## src/rtl/mem_access_unit_pkg.sv

```systemverilog
// mem_access_unit_pkg: shared widths, FSM states and channel encoding for the memory access unit
package mem_access_unit_pkg;
  localparam int ADDR_W = 32;
  localparam int DATA_W = 32;
  localparam int DEPTH_LOG2 = 8;
  localparam int WORD_BYTES = 4;
  localparam int RANGE_LSB = DEPTH_LOG2 + $clog2(WORD_BYTES);
  typedef enum logic [2:0] {IDLE, FETCH, LOAD, STORE, REJECT, RESP} state_t;
  typedef enum logic {CH_FETCH, CH_DATA} ch_t;
endpackage

```

## src/rtl/mem_access_unit_if.sv

```systemverilog
// mem_access_unit_if: core request/response handshake plus unified-memory port bundle; slave = unit side, master = core/memory side
interface mem_access_unit_if #(
  parameter int ADDR_W = mem_access_unit_pkg::ADDR_W,
  parameter int DATA_W = mem_access_unit_pkg::DATA_W
);
  logic ready;
  logic if_req;
  logic [ADDR_W-1:0] if_addr;
  logic ls_req;
  logic ls_we;
  logic [ADDR_W-1:0] ls_addr;
  logic [DATA_W-1:0] ls_wdata;
  logic if_valid;
  logic [DATA_W-1:0] if_inst;
  logic ls_done;
  logic [DATA_W-1:0] ls_rdata;
  logic err;
  logic [ADDR_W-1:0] mem_pc;
  logic [DATA_W-1:0] mem_inst;
  logic [ADDR_W-1:0] mem_raddr;
  logic [DATA_W-1:0] mem_rdata;
  logic mem_we;
  logic [ADDR_W-1:0] mem_waddr;
  logic [DATA_W-1:0] mem_wdata;
  modport slave (
    input if_req, if_addr, ls_req, ls_we, ls_addr, ls_wdata, mem_inst, mem_rdata,
    output ready, if_valid, if_inst, ls_done, ls_rdata, err,
    output mem_pc, mem_raddr, mem_we, mem_waddr, mem_wdata
  );
  modport master (
    output if_req, if_addr, ls_req, ls_we, ls_addr, ls_wdata, mem_inst, mem_rdata,
    input ready, if_valid, if_inst, ls_done, ls_rdata, err,
    input mem_pc, mem_raddr, mem_we, mem_waddr, mem_wdata
  );
endinterface

```

## src/rtl/mem_access_unit_addr_check.sv

```systemverilog
// mem_addr_check: combinational word-alignment and range check of a byte address (addr -> misaligned, out_of_range)
module mem_addr_check
  import mem_access_unit_pkg::*;
#(
  parameter int ADDR_W = mem_access_unit_pkg::ADDR_W,
  parameter int HI_LSB = RANGE_LSB
) (
  input  logic [ADDR_W-1:0] addr,
  output logic              misaligned,
  output logic              out_of_range
);
  assign misaligned = |addr[$clog2(WORD_BYTES)-1:0];
  assign out_of_range = |addr[ADDR_W-1:HI_LSB];
endmodule

```

## src/rtl/mem_access_unit.sv

```systemverilog
// mem_access_unit: fetch/load/store initiator to unified memory; clk, rst (async high), bus = handshake + memory ports
module mem_access_unit
  import mem_access_unit_pkg::*;
#(
  parameter int DEPTH_LOG2_P = DEPTH_LOG2
) (
  input logic clk,
  input logic rst,
  mem_access_unit_if.slave bus
);
  state_t state, next_state;
  ch_t ch;
  logic rej;
  logic if_mis, if_oor, ls_mis, ls_oor, if_bad, ls_bad, take;
  mem_addr_check #(.ADDR_W(ADDR_W), .HI_LSB(DEPTH_LOG2_P + $clog2(WORD_BYTES))) u_if_chk (
    .addr(bus.if_addr), .misaligned(if_mis), .out_of_range(if_oor)
  );
  mem_addr_check #(.ADDR_W(ADDR_W), .HI_LSB(DEPTH_LOG2_P + $clog2(WORD_BYTES))) u_ls_chk (
    .addr(bus.ls_addr), .misaligned(ls_mis), .out_of_range(ls_oor)
  );
  assign if_bad = if_mis | if_oor;
  assign ls_bad = ls_mis | ls_oor;
  assign take = (state == IDLE) && (bus.ls_req || bus.if_req);
  // load/store wins over a simultaneous fetch: it belongs to the older instruction
  always_comb begin
    next_state = IDLE;
    if (state == IDLE)
      next_state = bus.ls_req ? (ls_bad ? REJECT : bus.ls_we ? STORE : LOAD)
                 : bus.if_req ? (if_bad ? REJECT : FETCH) : IDLE;
    else if (state != RESP)
      next_state = RESP;
  end
  always_ff @(posedge clk or posedge rst)
    if (rst) state <= IDLE;
    else state <= next_state;
  // memory port registers load at acceptance so they are valid during the access cycle and hold afterwards
  always_ff @(posedge clk or posedge rst)
    if (rst) begin
      ch <= CH_FETCH;
      rej <= 1'b0;
      bus.mem_pc <= '0;
      bus.mem_raddr <= '0;
      bus.mem_waddr <= '0;
      bus.mem_wdata <= '0;
      bus.if_inst <= '0;
      bus.ls_rdata <= '0;
    end else begin
      if (take) begin
        ch <= bus.ls_req ? CH_DATA : CH_FETCH;
        rej <= bus.ls_req ? ls_bad : if_bad;
      end
      if (next_state == FETCH) bus.mem_pc <= bus.if_addr;
      if (next_state == LOAD) bus.mem_raddr <= bus.ls_addr;
      if (next_state == STORE) begin
        bus.mem_waddr <= bus.ls_addr;
        bus.mem_wdata <= bus.ls_wdata;
      end
      if (state == FETCH) bus.if_inst <= bus.mem_inst;
      if (state == LOAD) bus.ls_rdata <= bus.mem_rdata;
    end
  // decoded from state so an asynchronous reset drops mem_we before the write edge
  assign bus.ready = state == IDLE;
  assign bus.mem_we = state == STORE;
  assign bus.if_valid = (state == RESP) && (ch == CH_FETCH);
  assign bus.ls_done = (state == RESP) && (ch == CH_DATA);
  assign bus.err = (state == RESP) && rej;
endmodule

```

## src/flat_wrapper.sv

```systemverilog
// flat-port wrapper written by rule: the top's interface ports become plain ports
module mem_access_unit_flat import mem_access_unit_pkg::*;
#(
  parameter int DEPTH_LOG2_P = DEPTH_LOG2
)
  (clk, rst, bus_if_req, bus_if_addr, bus_ls_req, bus_ls_we, bus_ls_addr, bus_ls_wdata, bus_mem_inst, bus_mem_rdata, bus_ready, bus_if_valid, bus_if_inst, bus_ls_done, bus_ls_rdata, bus_err, bus_mem_pc, bus_mem_raddr, bus_mem_we, bus_mem_waddr, bus_mem_wdata);
  mem_access_unit_if bus_i ();
  input logic clk;
  input logic rst;
  input wire logic [$bits(bus_i.if_req)-1:0] bus_if_req;
  input wire logic [$bits(bus_i.if_addr)-1:0] bus_if_addr;
  input wire logic [$bits(bus_i.ls_req)-1:0] bus_ls_req;
  input wire logic [$bits(bus_i.ls_we)-1:0] bus_ls_we;
  input wire logic [$bits(bus_i.ls_addr)-1:0] bus_ls_addr;
  input wire logic [$bits(bus_i.ls_wdata)-1:0] bus_ls_wdata;
  input wire logic [$bits(bus_i.mem_inst)-1:0] bus_mem_inst;
  input wire logic [$bits(bus_i.mem_rdata)-1:0] bus_mem_rdata;
  output wire logic [$bits(bus_i.ready)-1:0] bus_ready;
  output wire logic [$bits(bus_i.if_valid)-1:0] bus_if_valid;
  output wire logic [$bits(bus_i.if_inst)-1:0] bus_if_inst;
  output wire logic [$bits(bus_i.ls_done)-1:0] bus_ls_done;
  output wire logic [$bits(bus_i.ls_rdata)-1:0] bus_ls_rdata;
  output wire logic [$bits(bus_i.err)-1:0] bus_err;
  output wire logic [$bits(bus_i.mem_pc)-1:0] bus_mem_pc;
  output wire logic [$bits(bus_i.mem_raddr)-1:0] bus_mem_raddr;
  output wire logic [$bits(bus_i.mem_we)-1:0] bus_mem_we;
  output wire logic [$bits(bus_i.mem_waddr)-1:0] bus_mem_waddr;
  output wire logic [$bits(bus_i.mem_wdata)-1:0] bus_mem_wdata;
  assign bus_i.if_req = bus_if_req;
  assign bus_i.if_addr = bus_if_addr;
  assign bus_i.ls_req = bus_ls_req;
  assign bus_i.ls_we = bus_ls_we;
  assign bus_i.ls_addr = bus_ls_addr;
  assign bus_i.ls_wdata = bus_ls_wdata;
  assign bus_i.mem_inst = bus_mem_inst;
  assign bus_i.mem_rdata = bus_mem_rdata;
  assign bus_ready = bus_i.ready;
  assign bus_if_valid = bus_i.if_valid;
  assign bus_if_inst = bus_i.if_inst;
  assign bus_ls_done = bus_i.ls_done;
  assign bus_ls_rdata = bus_i.ls_rdata;
  assign bus_err = bus_i.err;
  assign bus_mem_pc = bus_i.mem_pc;
  assign bus_mem_raddr = bus_i.mem_raddr;
  assign bus_mem_we = bus_i.mem_we;
  assign bus_mem_waddr = bus_i.mem_waddr;
  assign bus_mem_wdata = bus_i.mem_wdata;
  mem_access_unit #(.DEPTH_LOG2_P(DEPTH_LOG2_P)) u_core (.clk(clk), .rst(rst), .bus(bus_i));
endmodule
```

## config.mk

```make
export PLATFORM = sky130hd
export DESIGN_NAME = mem_access_unit_flat
export DESIGN_NICKNAME = d
export VERILOG_FILES = /design/src/rtl/mem_access_unit_pkg.sv /design/src/rtl/mem_access_unit_if.sv /design/src/rtl/mem_access_unit_addr_check.sv /design/src/rtl/mem_access_unit.sv /design/src/flat_wrapper.sv
export SDC_FILE = /design/constraint.sdc
export NUM_CORES = 1
export LEC_CHECK = 0
export ABC_CLOCK_PERIOD_IN_PS = 7300
export BUFFER_PORTS_ARGS = -buffer_cell sky130_fd_sc_hd__buf_2
export CORE_AREA = 2 2 141 143
export DETAILED_ROUTE_END_ITERATION = 10
export DIE_AREA = 0 0 143 145
export PLACE_DENSITY = 0.71
export SLEW_MARGIN = 20
export SYNTH_ARGS = -nofsm -noshare
export SYNTH_HDL_FRONTEND = slang
export SYNTH_SLANG_ARGS = --single-unit
```

## constraint.sdc

```tcl
create_clock -name clk -period 7.3 [get_ports clk]
set_input_delay 0.73 -clock clk [delete_from_list [all_inputs] [get_ports clk]]
set_output_delay 0.73 -clock clk [all_outputs]
set_load 0.005 [all_outputs]
```

## Word level (Yosys, flattened, before mapping)

Index checks and enable logic that the tools add are counted.

| word-level totals | value |
|---|---|
| flip-flop bits (word level) | 197 |
| word-level logic and storage cells | 39 |

| operators by class | value |
|---|---|
| equality and inequality tests | 8 |
| reduce and logical (&&, ||, !) cells | 10 |
| bitwise operators | 3 |
| multiplexer cells | 9 |

Operator list:

| kind | count |
|---|---|
| $reduce_or 22->1 | 2 |
| $mux 3 | 6 |
| $eq 3x2->1 const B | 4 |
| $eq 3x1->1 const B | 2 |
| $logic_and 1x1->1 | 4 |
| $reduce_or 2->1 | 2 |
| $eq 3x3->1 const B | 1 |
| $logic_not 3->1 | 1 |
| $mux 1 | 3 |
| $ne 3x3->1 const B | 1 |
| $or 1x1->1 | 2 |
| $logic_or 1x1->1 | 1 |
| $not 1->1 | 1 |

## Longest topological paths before layout

Gate-level depths: netlist of the first run.

| logic depth | value |
|---|---|
| depth after elaboration | 7 |
| depth in mapped cells | 6 |
| depth with buffers taken out | 5 |

## Modules after synthesis

Synthesis of the first run repeated with hierarchy kept, for this count alone.

| second synthesis, totals | value |
|---|---|
| cell total of the unflattened synthesis | 463 |
| area, all modules | 7796.2 um^2 |

By module, submodules not included:

| module | area each (um^2) | cells each | times used |
|---|---|---|---|
| mem_access_unit | 7691.1 | 447 | 1 |
| mem_addr_check | 52.6 | 8 | 2 |

## Worst setup path before layout of the first run

No wires, ideal clock.

| timing path | value |
|---|---|
| path type | in2reg |
| start | input bus_ls_addr[13] |
| end | register u_core.bus.mem_waddr[8] |
| data arrival time | 2.334 ns |
| setup time | 0.125 ns |
| stages on the path | 5 |
| data required time | 7.175 ns |
| slack | 4.841 ns |
| cells stage by stage | nor4_1 -> nand4_1 -> nor4_4 -> buf_6 -> mux2_2 |

| between the ends | value |
|---|---|
| word-level cells in the longest chain between the ends | 6 |

RTL lines:

| what | RTL line | RTL |
|---|---|---|
| start, declared | flat_wrapper.sv:14 | `input wire logic [$bits(bus_i.ls_addr)-1:0] bus_ls_addr;` |
| $reduce_or 22->1 | mem_access_unit_addr_check.sv:13 | `assign out_of_range = \|addr[ADDR_W-1:HI_LSB];` |
| $or 1x1->1 | mem_access_unit.sv:22 | `assign ls_bad = ls_mis \| ls_oor;` |
| $mux 3 (2 in a row) | mem_access_unit.sv:28 | `next_state = bus.ls_req ? (ls_bad ? REJECT : bus.ls_we ? STORE : LOAD)` |
| $mux 3 | mem_access_unit.sv:27 | `if (state == IDLE)` |
| $eq 3x2->1 | mem_access_unit.sv:54 | `if (next_state == STORE) begin` |
| end signal, assigned | mem_access_unit.sv:55 | `bus.mem_waddr <= bus.ls_addr;` |
| end, declared | mem_access_unit_if.sv:28 | `output mem_pc, mem_raddr, mem_we, mem_waddr, mem_wdata` |

Every way passes these cells.
A chain may end at the register's enable or synchronous reset.

## Worst setup path after layout of the first run

| timing path | value |
|---|---|
| start | register u_core.state[2] |
| end | output bus_ready |

| between the ends | value |
|---|---|
| word-level cells in the longest chain between the ends | 1 |

RTL lines:

| what | RTL line | RTL |
|---|---|---|
| start, declared | mem_access_unit.sv:11 | `state_t state, next_state;` |
| start signal, assigned | mem_access_unit.sv:35 | `else state <= next_state;` |
| $logic_not 3->1 | mem_access_unit.sv:62 | `assign bus.ready = state == IDLE;` |
| end, declared | flat_wrapper.sv:18 | `output wire logic [$bits(bus_i.ready)-1:0] bus_ready;` |

Every way passes these cells.

==> results.ini, run 1 <==
[final_layout]
area_growth_pct = 38.0
nets = 985
drive_gt1_share_pct = 62.3
post-route-util_pct = 51.2
final_area_um2 = 9840
fillers = 1690
finalNonFillerCells = 1099

[sta]
drv_slew = 0
worst_slack_ns = 4.76
clock.fmax_mhz = 393
hold-worst-slack_ns = 0.476
finalSetupTns_ns = 0
hold_viol_final = 0
post-route-min-period_ns = 2.54
fin_crit_sh_pct = 34.9
slew-limit-headroom_pct = 41.0
fin_worst_skew_ns = 0.0181
tightest_slew_ns = 0.885
rsz0062_at_grt = false
setup-violations-final = 0

[placed_design]
dp_hpwl_um = 12800
placed_area_um2 = 9240
pre_cts_ws_ns = 4.37
place.gp.congestion = 0.825
port_buffers = 361
dpl.cell_count = 1066

[grt]
grt_pass1_wl_um = 26500
grt_pass1_vias = 4786
antenna_found_initial = 1
grt.total_usage_pct = 16.7
grt_max_degree = 135
grt_overflow = 0

[job]
maxCapViolations = 0

[pwr]
switching_share_pct = 26.6
p_int_mw = 1.90
total_power_mw = 2.59
power_density_nw_per_um2 = 263
power_frac_comb_pct = 15.8
p_switching_mw = 0.689
ir_worst_vdd_v = 0.000152
leakage_nw = 5.67
pwr-share-seq_pct = 48.3
p_clk_share_pct = 35.9

[logic_synthesis]
syn_area_um2 = 7130
yosysTopAreaCell = dfrtp_1
yosysUniqueCellTypes = 30
syn_nets = 617
synth_seq_cells = 197
yosysSeqAreaShare_pct = 69.1
syn_inst = 452
yosysWarningCount = 0
yosys-top-cells-area = dfrtp_1 (69%), mux2_2 (18%), nor2b_1 (4.2%)
syn_avg_cell_area_um2 = 15.8
synth.top_cell.area_share_pct = 69.1

[floorplan]
ios = 362
rows = 51
die_h_um = 145
fp.coreArea_um2 = 19200
fp.dieW_um = 143
start_util_pct = 37.1
dieArea_um2 = 20700

[setup_path]
arrival_ns = 1.81
crit_fanout = 6
required_ns = 6.57
start_kind = flip-flop
critPathCaptureType = output port
worstSetupPathType = flip-flop to output port

[drt]
drc = 0
wl_um = 17400
wl_per_cell_um = 15.8
vias_per_cell = 4.40
postRouteAntennaNets = 0
dr.pass1.iters = 4
drt-initial-drc-count = 136
vias = 4833

[clocking]
cts_buffers = 17
clockBufferDepth = 2
cts_sinks = 197
cts_tree = built
htree_levels = 4
cts-root-buf = clkbuf_16
path_clk_slew_ns = 0.07
hold_buffers = 0
post_cts_resized = 0
worstSkewPairLatency_ns = 0.43
post_cts_buffers = 0

[min_path]
holdCritPathClass = flip-flop to flip-flop

[status]
status = complete, no violations

[logic make-up after synthesis]
logic type | share of synthesized area [%]
compound gates | 0.544
flops | 69.1
simple gates | 9.74
mux | 19.0
buf+inv | 1.61
[synthesized netlist by cell type]
cell / instances
a22o_1: 1
and2_1: 27
and3_1: 1
and3b_1: 2
and4_1: 1
buf_2: 2
buf_6: 4
clkbuf_1: 13
dfrtp_1: 197
inv_1: 3
mux2_1: 6
mux2_2: 114
nand2_1: 2
nand3_1: 1
nand3b_1: 1
nand4_1: 2
nor2_1: 3
nor2b_1: 48
nor3_1: 4
nor3b_1: 2
nor4_1: 8
nor4_2: 1
nor4_4: 1
nor4b_1: 1
o21ai_0: 1
o31a_1: 1
o31ai_1: 1
o32ai_1: 1
or3_1: 1
or4_1: 2
[cell usage in the layout (no fill, tap or decap), types with 4 or more instances in the layout]
cell type and count:
buf_4 7, nor2b_1 48, buf_2 361, nor4_1 8, clkbuf_16 17, and2_1 27
mux2_1 6, nor3_1 4, dfrtp_1 197, mux2_2 114, inv_6 6
[registers in the layout, summed over array words and instances, names as in the netlist]
signal,flops
u_core.bus.mem_raddr,32
u_core.bus.mem_pc,32
u_core.bus.mem_wdata,32
u_core.bus.mem_waddr,32
u_core.ch,1
u_core.bus.ls_rdata,32
u_core.state,3
u_core.rej,1
u_core.bus.if_inst,32
[critical path: stages (launching register included)]
cell and delay, ns:
dfrtp_1 0.44, or3_1 0.53, inv_1 0.26, buf_2 0.17
[worst paths after layout]
path                                 start                       end  slack [ns]  cells after the start
min in group asynchronous              rst   u_core.bus.mem_raddr[3]        0.51                      2
setup / recovery           u_core.state[2]                 bus_ready        4.76                      3
max in group asynchronous              rst     u_core.bus.mem_pc[21]        5.45                      3
setup reg to reg           u_core.state[2]  u_core.bus.mem_wdata[27]        4.98                      4
hold / removal                  u_core.rej                u_core.rej        0.48                      2
hold reg to reg                 u_core.rej                u_core.rej        0.48                      2
[final cells by class]
cell class / instances / area (µm²) / share of cell area (%)
Inverter: 3 / 18.8 / 0.191
Tap cell: 265 / 332 / 3.37
Multi-Input combinational cell: 233 / 2100 / 21.4
Antenna cell: 1 / 2.50 / 0.0254
Sequential cell: 197 / 4930 / 50.1
Clock buffer: 19 / 453 / 4.61
Timing Repair Buffer: 368 / 1860 / 18.9
Clock inverter: 13 / 138 / 1.40
[per-layer routing]
| layer | global-route usage, % | routed length (µm) | vias to the layer above |
|---|---|---|---|
| met1 | 21.4 | 7420 | 2331 |
| met5 | 0 | 0 | - |
| met3 | 4.69 | 1150 | 16 |
| met4 | 5.25 | 294 | 0 |
| li1 | - | - | 2291 |
| met2 | 27.2 | 8540 | 195 |
[power by group through the flow]
stage	registers, mW	clock network, mW	logic, mW
finish	1.25	0.928	0.410
global route	1.26	1.01	0.452
CTS	1.25	0.960	0.418
detailed placement	1.27	0	0.417
global placement	1.27	0	0.408
floorplan	1.27	0	0.205
No activity file was read; power rests on OpenSTA's default activity.
==> inputs of run 2 (changes only) <==
Settings changed: ABC_CLOCK_PERIOD_IN_PS 7300 to 2200, CORE_AREA 2 2 141 143 to 2 2 139 141, DIE_AREA 0 0 143 145 to 0 0 141 143, PLACE_DENSITY 0.71 to 0.76.
Clock period 7.3 ns to 2.2 ns, I/O delays scaled along.
==> run 2 against run 1 <==
Effect of this change:
- total power rose to 3.3 times the previous value
- register-to-register slack worse by 4.8 ns
- sequential cell count unchanged
- non-clock buffer count up 11
- sequential power rose to 3.3 times the previous value
- worst setup slack worse by 4.6 ns
- count of clock-buffer cells in the layout unchanged
- highest routed layer unchanged
- final cell count down 1.9%
- hold slack worse by 0.45 ns
- largest power group unchanged
- combinational power rose to 3.4 times the previous value
==> results.ini, run 2 (synthesis gave the netlist of run 1 again) <==
[setup_path]
r2r_start = u_core.state[1]
reg2reg_setup_slack_ns = 0.14  ; -4.84 ns
endpoint = u_core.bus.mem_wdata[1]
r2r-end = u_core.bus.mem_wdata[1]
required_ns = 2.50  ; -4.07 ns
arrival_ns = 2.36  ; +0.55 ns
crit_path_start = u_core.state[1]
reg2regPathDepth = 4  ; unchanged
critPathCaptureType = flip-flop
crit_fanout = 32  ; +26
worstSetupPathType = flip-flop to flip-flop
start_kind = flip-flop

[final_layout]
drive_gt1_share_pct = 62.6  ; +0.33 points
post-route-util_pct = 53.6  ; +2.4 points
final_cell_mix = buf_2 (361), dfrtp_1 (197), mux2_2 (114)
finalNonFillerCells = 1078  ; -1.9%
final_area_um2 = 9960  ; +1.3%
area_growth_pct = 39.7
fillers = 1581  ; -6.4%
nets = 996  ; +1.1%
layout_commonest_cell = buf_2

[sta]
slew-limit-headroom_pct = 69.1  ; +28 points
rsz0062_at_grt = false
setup-violations-final = 0  ; unchanged
fin_worst_skew_ns = 0.0112  ; -0.00691 ns
clock.fmax_mhz = 486
tightest_slew_ns = 0.462  ; -0.424 ns
worst_slack_ns = 0.144  ; -4.61 ns
drv_slew = 0  ; unchanged
fin_crit_sh_pct = 93.4
hold_viol_final = 0  ; unchanged
post-route-min-period_ns = 2.06
hold-worst-slack_ns = 0.0265  ; -0.449 ns

[floorplan]
start_util_pct = 38.4  ; +1.3 points
rows = 50  ; -2.0%
ios = 362  ; unchanged
fp.coreArea_um2 = 18600  ; -3.3%
fp.dieW_um = 141  ; -1.4%
dieArea_um2 = 20200  ; -2.8%
die_h_um = 143  ; -1.4%

[drt]
vias = 4941  ; +2.2%
postRouteAntennaNets = 0  ; unchanged
wl_um = 17400  ; +0.14%
drc = 0  ; unchanged
drt-initial-drc-count = 155  ; +14%
vias_per_cell = 4.58  ; +4.2%
dr.pass1.iters = 5  ; +1
wl_per_cell_um = 16.2  ; +2.1%

[clocking]
hold_buffers = 1  ; +1
cts_sinks = 197  ; unchanged
cts_buffers = 17  ; unchanged
worstSkewPairLatency_ns = 0.42  ; about the same
cts-root-buf = clkbuf_16
clockBufferDepth = 2  ; unchanged
htree_levels = 4  ; unchanged
post_cts_resized = 0  ; unchanged
cts_tree = built
post_cts_buffers = 0  ; unchanged
path_clk_slew_ns = 0.07  ; about the same

[min_path]
holdCritPathClass = input pin to flip-flop

[grt]
grt_pass1_wl_um = 26800  ; +1.1%
grt.total_usage_pct = 17.2  ; +0.55 points
antenna_found_initial = 1  ; unchanged
grt_pass1_vias = 5172  ; +8.1%
grt_overflow = 0  ; unchanged
grt_max_degree = 81  ; -40%

[pwr]
power_density_nw_per_um2 = 863  ; +230%
p_int_mw = 6.42  ; +240%
switching_share_pct = 25.4  ; -1.3 points
ir_worst_vdd_v = 0.000486  ; +220%
pwr-share-seq_pct = 48.1  ; -0.2 points
p_clk_share_pct = 35.7  ; -0.2 points
leakage_nw = 5.74  ; +1.1%
power_frac_comb_pct = 16.2  ; +0.4 points
p_switching_mw = 2.18  ; +220%

[placed_design]
place.gp.congestion = 0.770  ; -6.8%
dp_hpwl_um = 13200  ; +3.2%
placed_area_um2 = 9360  ; +1.3%
pre_cts_ws_ns = 0.132  ; -4.24 ns
dpl.cell_count = 1045  ; -2.0%
port_buffers = 361  ; unchanged

[status]
status = complete, no violations

[job]
maxCapViolations = 0  ; unchanged

==> run 2: final cells by class <==
cell class | count | area [µm²] | area share [%]
flip-flops and latches | 197 | 4930 | 49.5
inverters | 3 | 15.0 | 0.151
diodes | 1 | 2.50 | 0.0251
clock buffers | 19 | 453 | 4.55
repair buffers | 379 | 2030 | 20.4
multi-input cells | 233 | 2100 | 21.1
well taps | 234 | 293 | 2.94
clock inverters | 12 | 134 | 1.34
==> run 2: power groups by stage <==
stage | clock [mW] | sequential (mW) | combinational (mW)
after CTS | 3.17 | 4.14 | 1.43
after floorplan | 0 | 4.23 | 0.681
after detailed placement | 0 | 4.21 | 1.43
after global placement | 0 | 4.20 | 1.39
final | 3.07 | 4.13 | 1.39
after global routing | 3.33 | 4.18 | 1.54
==> run 2: routing by layer <==
metal / up-vias / routed length, µm / global-route usage [%]
li1: 2315 / - / -
met1: 2405 / 7050 / 21.2
met2: 209 / 9000 / 29.7
met3: 12 / 1190 / 5.13
met4: 0 / 180 / 4.63
met5: - / 0 / 0
==> run 2: critical path, cell delays in order, from the launching register on <==
cell and delay, ns:
dfrtp_1 0.43, or3_1 0.46, nor4_4 0.43, buf_12 0.25, mux2_2 0.36
==> run 2: worst min-delay path by stage <==
stage / endpoint / slack [ns] / cells after the start / from
global route: u_core.bus.ls_rdata[31] / 0.003 / 2 / bus_mem_rdata[31]
CTS: u_core.bus.ls_rdata[4] / 0.004 / 2 / bus_mem_rdata[4]
finish: u_core.bus.mem_wdata[26] / 0.03 / 2 / bus_ls_wdata[26]
global placement: u_core.bus.if_inst[29] / 0.27 / 2 / rst
detailed placement: u_core.bus.if_inst[23] / 0.27 / 2 / rst
floorplan: u_core.bus.mem_waddr[2] / 0.35 / 1 / bus_ls_addr[2]
==> run 2: through the flow <==
step	setup TNS, ns	total power, mW
finish	0	8.60
global placement	0	5.59
detailed placement	0	5.64
CTS	0	8.74
floorplan	-111.58	4.91
global route	0	9.04
